$ cat config.mk
export PLATFORM = sky130hd
export DESIGN_NAME = core_mem_arbiter
export DESIGN_NICKNAME = d
export VERILOG_FILES = /design/src/rtl/core_mem_arbiter.sv
export SDC_FILE = /design/constraint.sdc
export NUM_CORES = 1
export LEC_CHECK = 0
export ABC_AREA = 1
export CORE_MARGIN = 3
export CORE_UTILIZATION = 40
export DETAILED_ROUTE_END_ITERATION = 7
export DONT_BUFFER_PORTS = 1
export PLACE_DENSITY = 0.54
export REMOVE_ABC_BUFFERS = 1
export SETUP_SLACK_MARGIN = 0.15
export SYNTH_ARGS = -nofsm -noshare
export SYNTH_HDL_FRONTEND = slang
export SYNTH_SLANG_ARGS = --single-unit
$ cat constraint.sdc
create_clock -name clk -period 4.9 [get_ports clk]
set_input_delay 0.735 -clock clk [delete_from_list [all_inputs] [get_ports clk]]
set_output_delay 0.735 -clock clk [all_outputs]
set_load 0.02 [all_outputs]
$ cat src/rtl/core_mem_arbiter.sv
// Memory-port arbiter between instruction fetch and data access.
// Data has priority; fetch is forced after STARVE_LIMIT consecutive data grants. One transaction in flight.
module core_mem_arbiter #(
  parameter int ADDR_W       = 32,
  parameter int DATA_W       = 32,
  parameter int STARVE_LIMIT = 4
) (
  input  logic                clk,
  input  logic                rst,
  input  logic                i_req_valid,
  output logic                i_req_ready,
  input  logic [ADDR_W-1:0]   i_req_addr,
  output logic                i_rsp_valid,
  output logic [DATA_W-1:0]   i_rsp_data,
  input  logic                invalidate_fetch,
  input  logic                d_req_valid,
  output logic                d_req_ready,
  input  logic [ADDR_W-1:0]   d_req_addr,
  input  logic                d_req_we,
  input  logic [DATA_W-1:0]   d_req_wdata,
  input  logic [DATA_W/8-1:0] d_req_wstrb,
  output logic                d_rsp_valid,
  output logic [DATA_W-1:0]   d_rsp_data,
  output logic                mem_req_valid,
  input  logic                mem_req_ready,
  output logic [ADDR_W-1:0]   mem_req_addr,
  output logic                mem_req_we,
  output logic [DATA_W-1:0]   mem_req_wdata,
  output logic [DATA_W/8-1:0] mem_req_wstrb,
  input  logic                mem_rsp_valid,
  input  logic [DATA_W-1:0]   mem_rsp_data,
  output logic                busy
);

  localparam int STRB_W = DATA_W / 8;
  localparam int CNT_W  = $clog2(STARVE_LIMIT + 1);
  localparam logic [CNT_W-1:0] LIMIT = CNT_W'(STARVE_LIMIT);

  typedef enum logic [1:0] {ST_IDLE, ST_ISSUE, ST_WAIT} state_t;
  typedef enum logic {OWN_D, OWN_I} owner_t;

  state_t              state_q, state_d;
  owner_t              owner_q, owner_d;
  logic                drop_q, drop_d;
  logic [CNT_W-1:0]    starve_q, starve_d;
  logic [ADDR_W-1:0]   addr_q, addr_d;
  logic                we_q, we_d;
  logic [DATA_W-1:0]   wdata_q, wdata_d;
  logic [STRB_W-1:0]   wstrb_q, wstrb_d;

  logic grant_i, grant_d, rsp_fire;

  assign grant_i = i_req_valid & ~invalidate_fetch & ((starve_q == LIMIT) | ~d_req_valid);
  assign grant_d = ~grant_i & d_req_valid;

  always_comb begin
    state_d     = state_q;
    owner_d     = owner_q;
    drop_d      = drop_q;
    starve_d    = starve_q;
    addr_d      = addr_q;
    we_d        = we_q;
    wdata_d     = wdata_q;
    wstrb_d     = wstrb_q;
    i_req_ready = 1'b0;
    d_req_ready = 1'b0;
    case (state_q)
      ST_IDLE: begin
        if (grant_i) begin
          i_req_ready = 1'b1;
          state_d     = ST_ISSUE;
          owner_d     = OWN_I;
          drop_d      = 1'b0;
          starve_d    = '0;
          addr_d      = i_req_addr;
          we_d        = 1'b0;
          wdata_d     = '0;
          wstrb_d     = '0;
        end else if (grant_d) begin
          d_req_ready = 1'b1;
          state_d     = ST_ISSUE;
          owner_d     = OWN_D;
          drop_d      = 1'b0;
          addr_d      = d_req_addr;
          we_d        = d_req_we;
          wdata_d     = d_req_wdata;
          wstrb_d     = d_req_wstrb;
          // Only count data wins that actually made a fetch wait.
          if (i_req_valid && (starve_q != LIMIT)) starve_d = starve_q + CNT_W'(1);
        end
      end
      ST_ISSUE: begin
        if ((owner_q == OWN_I) && invalidate_fetch) drop_d = 1'b1;
        if (mem_req_ready) state_d = ST_WAIT;
      end
      ST_WAIT: begin
        if ((owner_q == OWN_I) && invalidate_fetch) drop_d = 1'b1;
        if (mem_rsp_valid) state_d = ST_IDLE;
      end
      default: state_d = ST_IDLE;
    endcase
  end

  always_ff @(posedge clk or posedge rst) begin
    if (rst) begin
      state_q  <= ST_IDLE;
      owner_q  <= OWN_D;
      drop_q   <= 1'b0;
      starve_q <= '0;
      addr_q   <= '0;
      we_q     <= 1'b0;
      wdata_q  <= '0;
      wstrb_q  <= '0;
    end else begin
      state_q  <= state_d;
      owner_q  <= owner_d;
      drop_q   <= drop_d;
      starve_q <= starve_d;
      addr_q   <= addr_d;
      we_q     <= we_d;
      wdata_q  <= wdata_d;
      wstrb_q  <= wstrb_d;
    end
  end

  assign rsp_fire      = (state_q == ST_WAIT) & mem_rsp_valid;
  assign d_rsp_valid   = rsp_fire & (owner_q == OWN_D);
  assign i_rsp_valid   = rsp_fire & (owner_q == OWN_I) & ~drop_q;
  assign d_rsp_data    = d_rsp_valid ? mem_rsp_data : '0;
  assign i_rsp_data    = i_rsp_valid ? mem_rsp_data : '0;
  assign mem_req_valid = (state_q == ST_ISSUE);
  assign mem_req_addr  = addr_q;
  assign mem_req_we    = we_q;
  assign mem_req_wdata = wdata_q;
  assign mem_req_wstrb = wstrb_q;
  assign busy          = (state_q != ST_IDLE);

  a_rsp_only_in_wait: assert property (@(posedge clk) disable iff (rst)
    mem_rsp_valid |-> (state_q == ST_WAIT));

endmodule

* Word level (Yosys, flattened, before mapping)
Index checks and enable logic that the tools add are counted.
Cells by class: add/sub/neg operators 1, equal/unequal tests 8, muxes and demuxes 28, bitwise operators 13, reductions and logical operators 12
Operator list (number):
- $mux W32 | 6
- $mux W1 | 11
- $mux W3 | 3
- $reduce_and A3 Y1 | 3
- $mux W2 | 4
- $mux W4 | 2
- $reduce_bool A2 Y1 | 4
- $and A1 B1 Y1 | 7
- $ne A3 B3 Y1 const B | 2
- $pmux W2 S3 | 1
- $not A1 Y1 | 5
- $ne A2 B1 Y1 const B | 2
- $add A3 B1 Y3 const B | 1
- $eq A3 B3 Y1 const B | 1
- $eq A2 B1 Y1 const B | 1
- $eq A2 B2 Y1 const B | 1
- $logic_and A1 B1 Y1 | 2
- $logic_not A2 Y1 | 1
- $ne A2 B2 Y1 const B | 1
- $pmux W1 S2 | 1
- $reduce_and A2 Y1 | 1
- $reduce_or A2 Y1 | 1
- $or A1 B1 Y1 | 1
Word-level totals: register bits after elaboration 76, bits of input ports 140, word-level logic and storage cells 70

* Logic depth before layout (Yosys ltp)
depth after elaboration 8, mapped depth 9, depth with buffers taken out 8

* Worst setup path after synthesis
Ideal clock, no wire load.
path type input -> output, from in mem_rsp_valid, to out d_rsp_data[10], data arrival time 1.771 ns, data required time 4.165 ns, setup slack 2.394 ns, stages on the path 5, buffers on the path 1, cell sequence nand2_1 > nor2_1 > inv_1 > clkbuf_1 > nor2_1
On the way: cells in the longest elaborated chain, start to end 3
RTL lines:
- start, declared | RTL line 30 | input logic mem_rsp_valid,
- $and A1 B1 Y1 | RTL line 126 | assign rsp_fire = (state_q == ST_WAIT) & mem_rsp_valid;
- $and A1 B1 Y1 | RTL line 127 | assign d_rsp_valid = rsp_fire & (owner_q == OWN_D);
- named net d_rsp_valid | RTL line 22 | output logic d_rsp_valid,
- $mux W32 | RTL line 129 | assign d_rsp_data = d_rsp_valid ? mem_rsp_data : '0;
- end, declared | RTL line 23 | output logic [DATA_W-1:0] d_rsp_data,
The timed path passes the listed nets, and every way through them passes these cells.

* Worst setup path in the final report
from reg state_q[0], to out i_rsp_data[18]
On the way: cells in the longest elaborated chain, start to end 5
RTL lines:
- start, declared | RTL line 42 | state_t state_q, state_d;
- start signal, assigned | RTL line 115 | state_q <= state_d;
- $eq A2 B2 Y1 | RTL line 126
- $and A1 B1 Y1 | RTL line 126
- $and A1 B1 Y1 (2 in series) | RTL line 128 | assign i_rsp_valid = rsp_fire & (owner_q == OWN_I) & ~drop_q;
- $mux W32 | RTL line 130 | assign i_rsp_data = i_rsp_valid ? mem_rsp_data : '0;
- end, declared | RTL line 14 | output logic [DATA_W-1:0] i_rsp_data,
Every way passes these cells.

==> qor.yml <==
global_route:
  grt_pass1_wl_um: 18000
  grt_max_degree: 108
  grt_pass1_vias: 3358
  antenna_found_initial: 0
  grt_overflow: 0
  grt.total_usage_pct: 19.9
synth:
  synth_top_area_cell: "dfrtp_1"
  ys_ff_latch: 76
  yosys-top-cells-area: "dfrtp_1, nand2_1, inv_1, nand3_1, nor2_1"
  synthDistinctLibCells: 22
  synth_top_area_share_pct: 45.4
  syn_area_per_cell_um2: 6.89
  netlist_area_um2: 4190
  yosys_warnings: 0
  syn_inst: 608
  yosysSeqAreaShare_pct: 45.4
power:
  power_frac_seq_pct: 55.2
  power.share.switching_pct: 49.1
  pwr-share-comb_pct: 27.6
  clock_power_share_pct: 17.3
  p_per_area_nw_per_um2: 621
  power.leakage_uw: 0.00262
  switchingPower_uw: 1340
  power_uw: 2730
  irDropWorstVdd_mv: 0.188
  p_int_uw: 1390
worst_setup_path:
  crit_top_cell: "inv_1"
  required_ns: 4.16
  slowest_delay_ns: 0.77
  crit_path_top_delay_cell: "nand3_1"
  endpoint_kind: "output port"
  cp_cell_sequence: "inv_1 -> ha_1 -> nand2_1 -> inv_1 -> nand3_1 -> nor2_1"
  critPathLaunchType: "flop"
  worstSetupPathType: "reg2out"
  critical_path_arrival_ns: 2.63
  crit_fanout: 33
placement:
  place_congestion: 0.735
  pre_cts_ws_ns: 1.87
  port_buffers: 0
  dpl_cell_area_um2: 4210
  hpwl_um: 9060
timing:
  finalSetupViolCount: 0
  min_period_ns: 3.37
  tns_ns: 0
  tightest_slew_ns: 1.17
  final-hold-violation-count: 0
  grt_setup_unrepaired: "no"
  fin_skew_ns: 0.0145
  slew_headroom_pct: 21.9
  slew_violations: 0
  setup_ws_ns: 1.53
  finalCritPeriodShare_pct: 68.7
  fmax_ghz: 0.297
clock_network:
  cts_buffers: 9
  cts_hold_buf: 0
  clockBufferDepth: 2
  cts_resized: 0
  tritoncts: "built"
  post_cts_buffers: 0
  clk_latency_ns: 0.34
  root_buffer: "clkbuf_8"
  cts_sinks: 76
  cts.htree.levels: 3
  path_clk_slew_ns: 0.07
drt:
  route.detailed.drc: 0
  dr.first_iter.drc_count: 188
  drt_wl_total_um: 12400
  via_per_inst: 5.02
  ant_nets: 0
  vias: 3652
  drtPass1Iterations: 4
  wl_per_cell_um: 17.1
layout:
  final_area_um2: 4400
  fin_util_pct: 44.2
  layout.nets: 738
  area_delta_synth_final_pct: 5.17
  drive_gt1_share_pct: 4.71
  diodes: 0
  n_fill_cell: 1044
min_path:
  min_path_type: "reg2reg"
die:
  core_um2: 9950
  initial_core_util_pct: 42.1
  dieWidth_um: 108
  dieHeight_um: 108
  io-pin-count: 279
  rows: 36
  fp.dieArea_um2: 11700
run:
  max-cap-violations: 0
run_status:
  status: "finished clean"
[flip-flops by register name, indices dropped and copies added (netlist names)]
signal / flops
state_q: 2
starve_q: 3
drop_q: 1
mem_req_wstrb: 4
mem_req_we: 1
mem_req_wdata: 32
mem_req_addr: 32
owner_q: 1
[placed cells by master, fill, tap and decap left out, drive strengths merged]
cell	instances
a21boi	1
a21oi	2
nand4	1
dfrtp	76
inv	112
nand3b	1
ha	7
nand2	196
buf	5
o21ai	40
xor2	1
clkbuf	10
clkinv	4
nand3	69
nor2	69
bufinv	1
[worst max-delay path, delay by kind of cell (launching register included)]
| family | cells | cell delay [ns] |
|---|---|---|
| AND/OR/NAND/NOR | 3 | 1.54 |
| adder cells (fa/ha/maj) | 1 | 0.17 |
| flip-flops | 1 | 0.41 |
| buffers and inverters | 2 | 0.17 |
[Yosys cell counts, drive strengths merged]
master  instances
nand4           1
buf            24
inv           112
a21boi          1
xor2            1
dfrtp          76
nor2           69
nand3          69
a21oi           2
nand3b          1
clkbuf          9
nand2         196
o21ai          40
ha              7
[cell type report]
| cell class | instances | area (um^2) | area share (%) |
|---|---|---|---|
| tap | 133 | 166 | 3.78 |
| multi-input combinational | 387 | 1690 | 38.3 |
| timing repair buffer | 5 | 37.5 | 0.853 |
| clock inverter | 5 | 61.3 | 1.39 |
| clock buffer | 10 | 128 | 2.90 |
| inverter | 112 | 422 | 9.58 |
| sequential | 76 | 1900 | 43.2 |
[metrics by stage]
| step | cells | hold slack (ns) |
|---|---|---|
| after floorplan | 575 | 0.449 |
| after global placement | 713 | 0.474 |
| after detailed placement | 713 | 0.477 |
| after CTS | 728 | 0.496 |
| after global routing | 728 | 0.504 |
| final | 728 | 0.495 |
[metal layers]
metal	track usage, %	wire length, um	up-vias
met3	6.51	1180	14
met5	0	0	-
met4	6.58	201	0
li1	-	-	1772
met2	34.3	6150	173
met1	23.5	4920	1693
[path summary, 6_finish.rpt]
path                                   startpoint                             to  slack (ns)  cells after the start
max                        state_q[0]$_DFFE_PP0P_                 i_rsp_data[18]        1.53                      6
min                            drop_q$_DFFE_PP0P_             drop_q$_DFFE_PP0P_        0.49                      2
max reg2reg                state_q[1]$_DFFE_PP0P_   mem_req_addr[31]$_DFFE_PP0P_        2.79                      7
min reg2reg                    drop_q$_DFFE_PP0P_             drop_q$_DFFE_PP0P_        0.49                      2
max in group asynchronous                     rst   mem_req_wdata[7]$_DFFE_PP0P_        3.70                      2
min in group asynchronous                     rst  mem_req_wdata[13]$_DFFE_PP0P_        0.58                      2
[cells by family (layout without fill, tap and decap cells)]
logic type	Yosys count	after routing	synth area share, %
AO/OA/AOI/OAI	43	43	5.29
flip-flops	76	76	45.4
adder cells (fa/ha/maj)	7	7	2.09
buffers and inverters	145	132	14.3
AND/OR/NAND/NOR	336	336	32.7
XOR/XNOR	1	1	0.209
[power by group through the flow]
| stage | Sequential (uW) | Clock (uW) | Combinational (uW) |
|---|---|---|---|
| 2_1_floorplan | 1420 | 0 | 606 |
| 3_3_place_gp | 1530 | 0 | 742 |
| 3_5_place_dp | 1520 | 0 | 770 |
| 4_1_cts | 1520 | 492 | 767 |
| 5_1_grt | 1540 | 524 | 882 |
| 6_report | 1510 | 472 | 753 |
No activity file was read; power rests on OpenSTA's default activity.
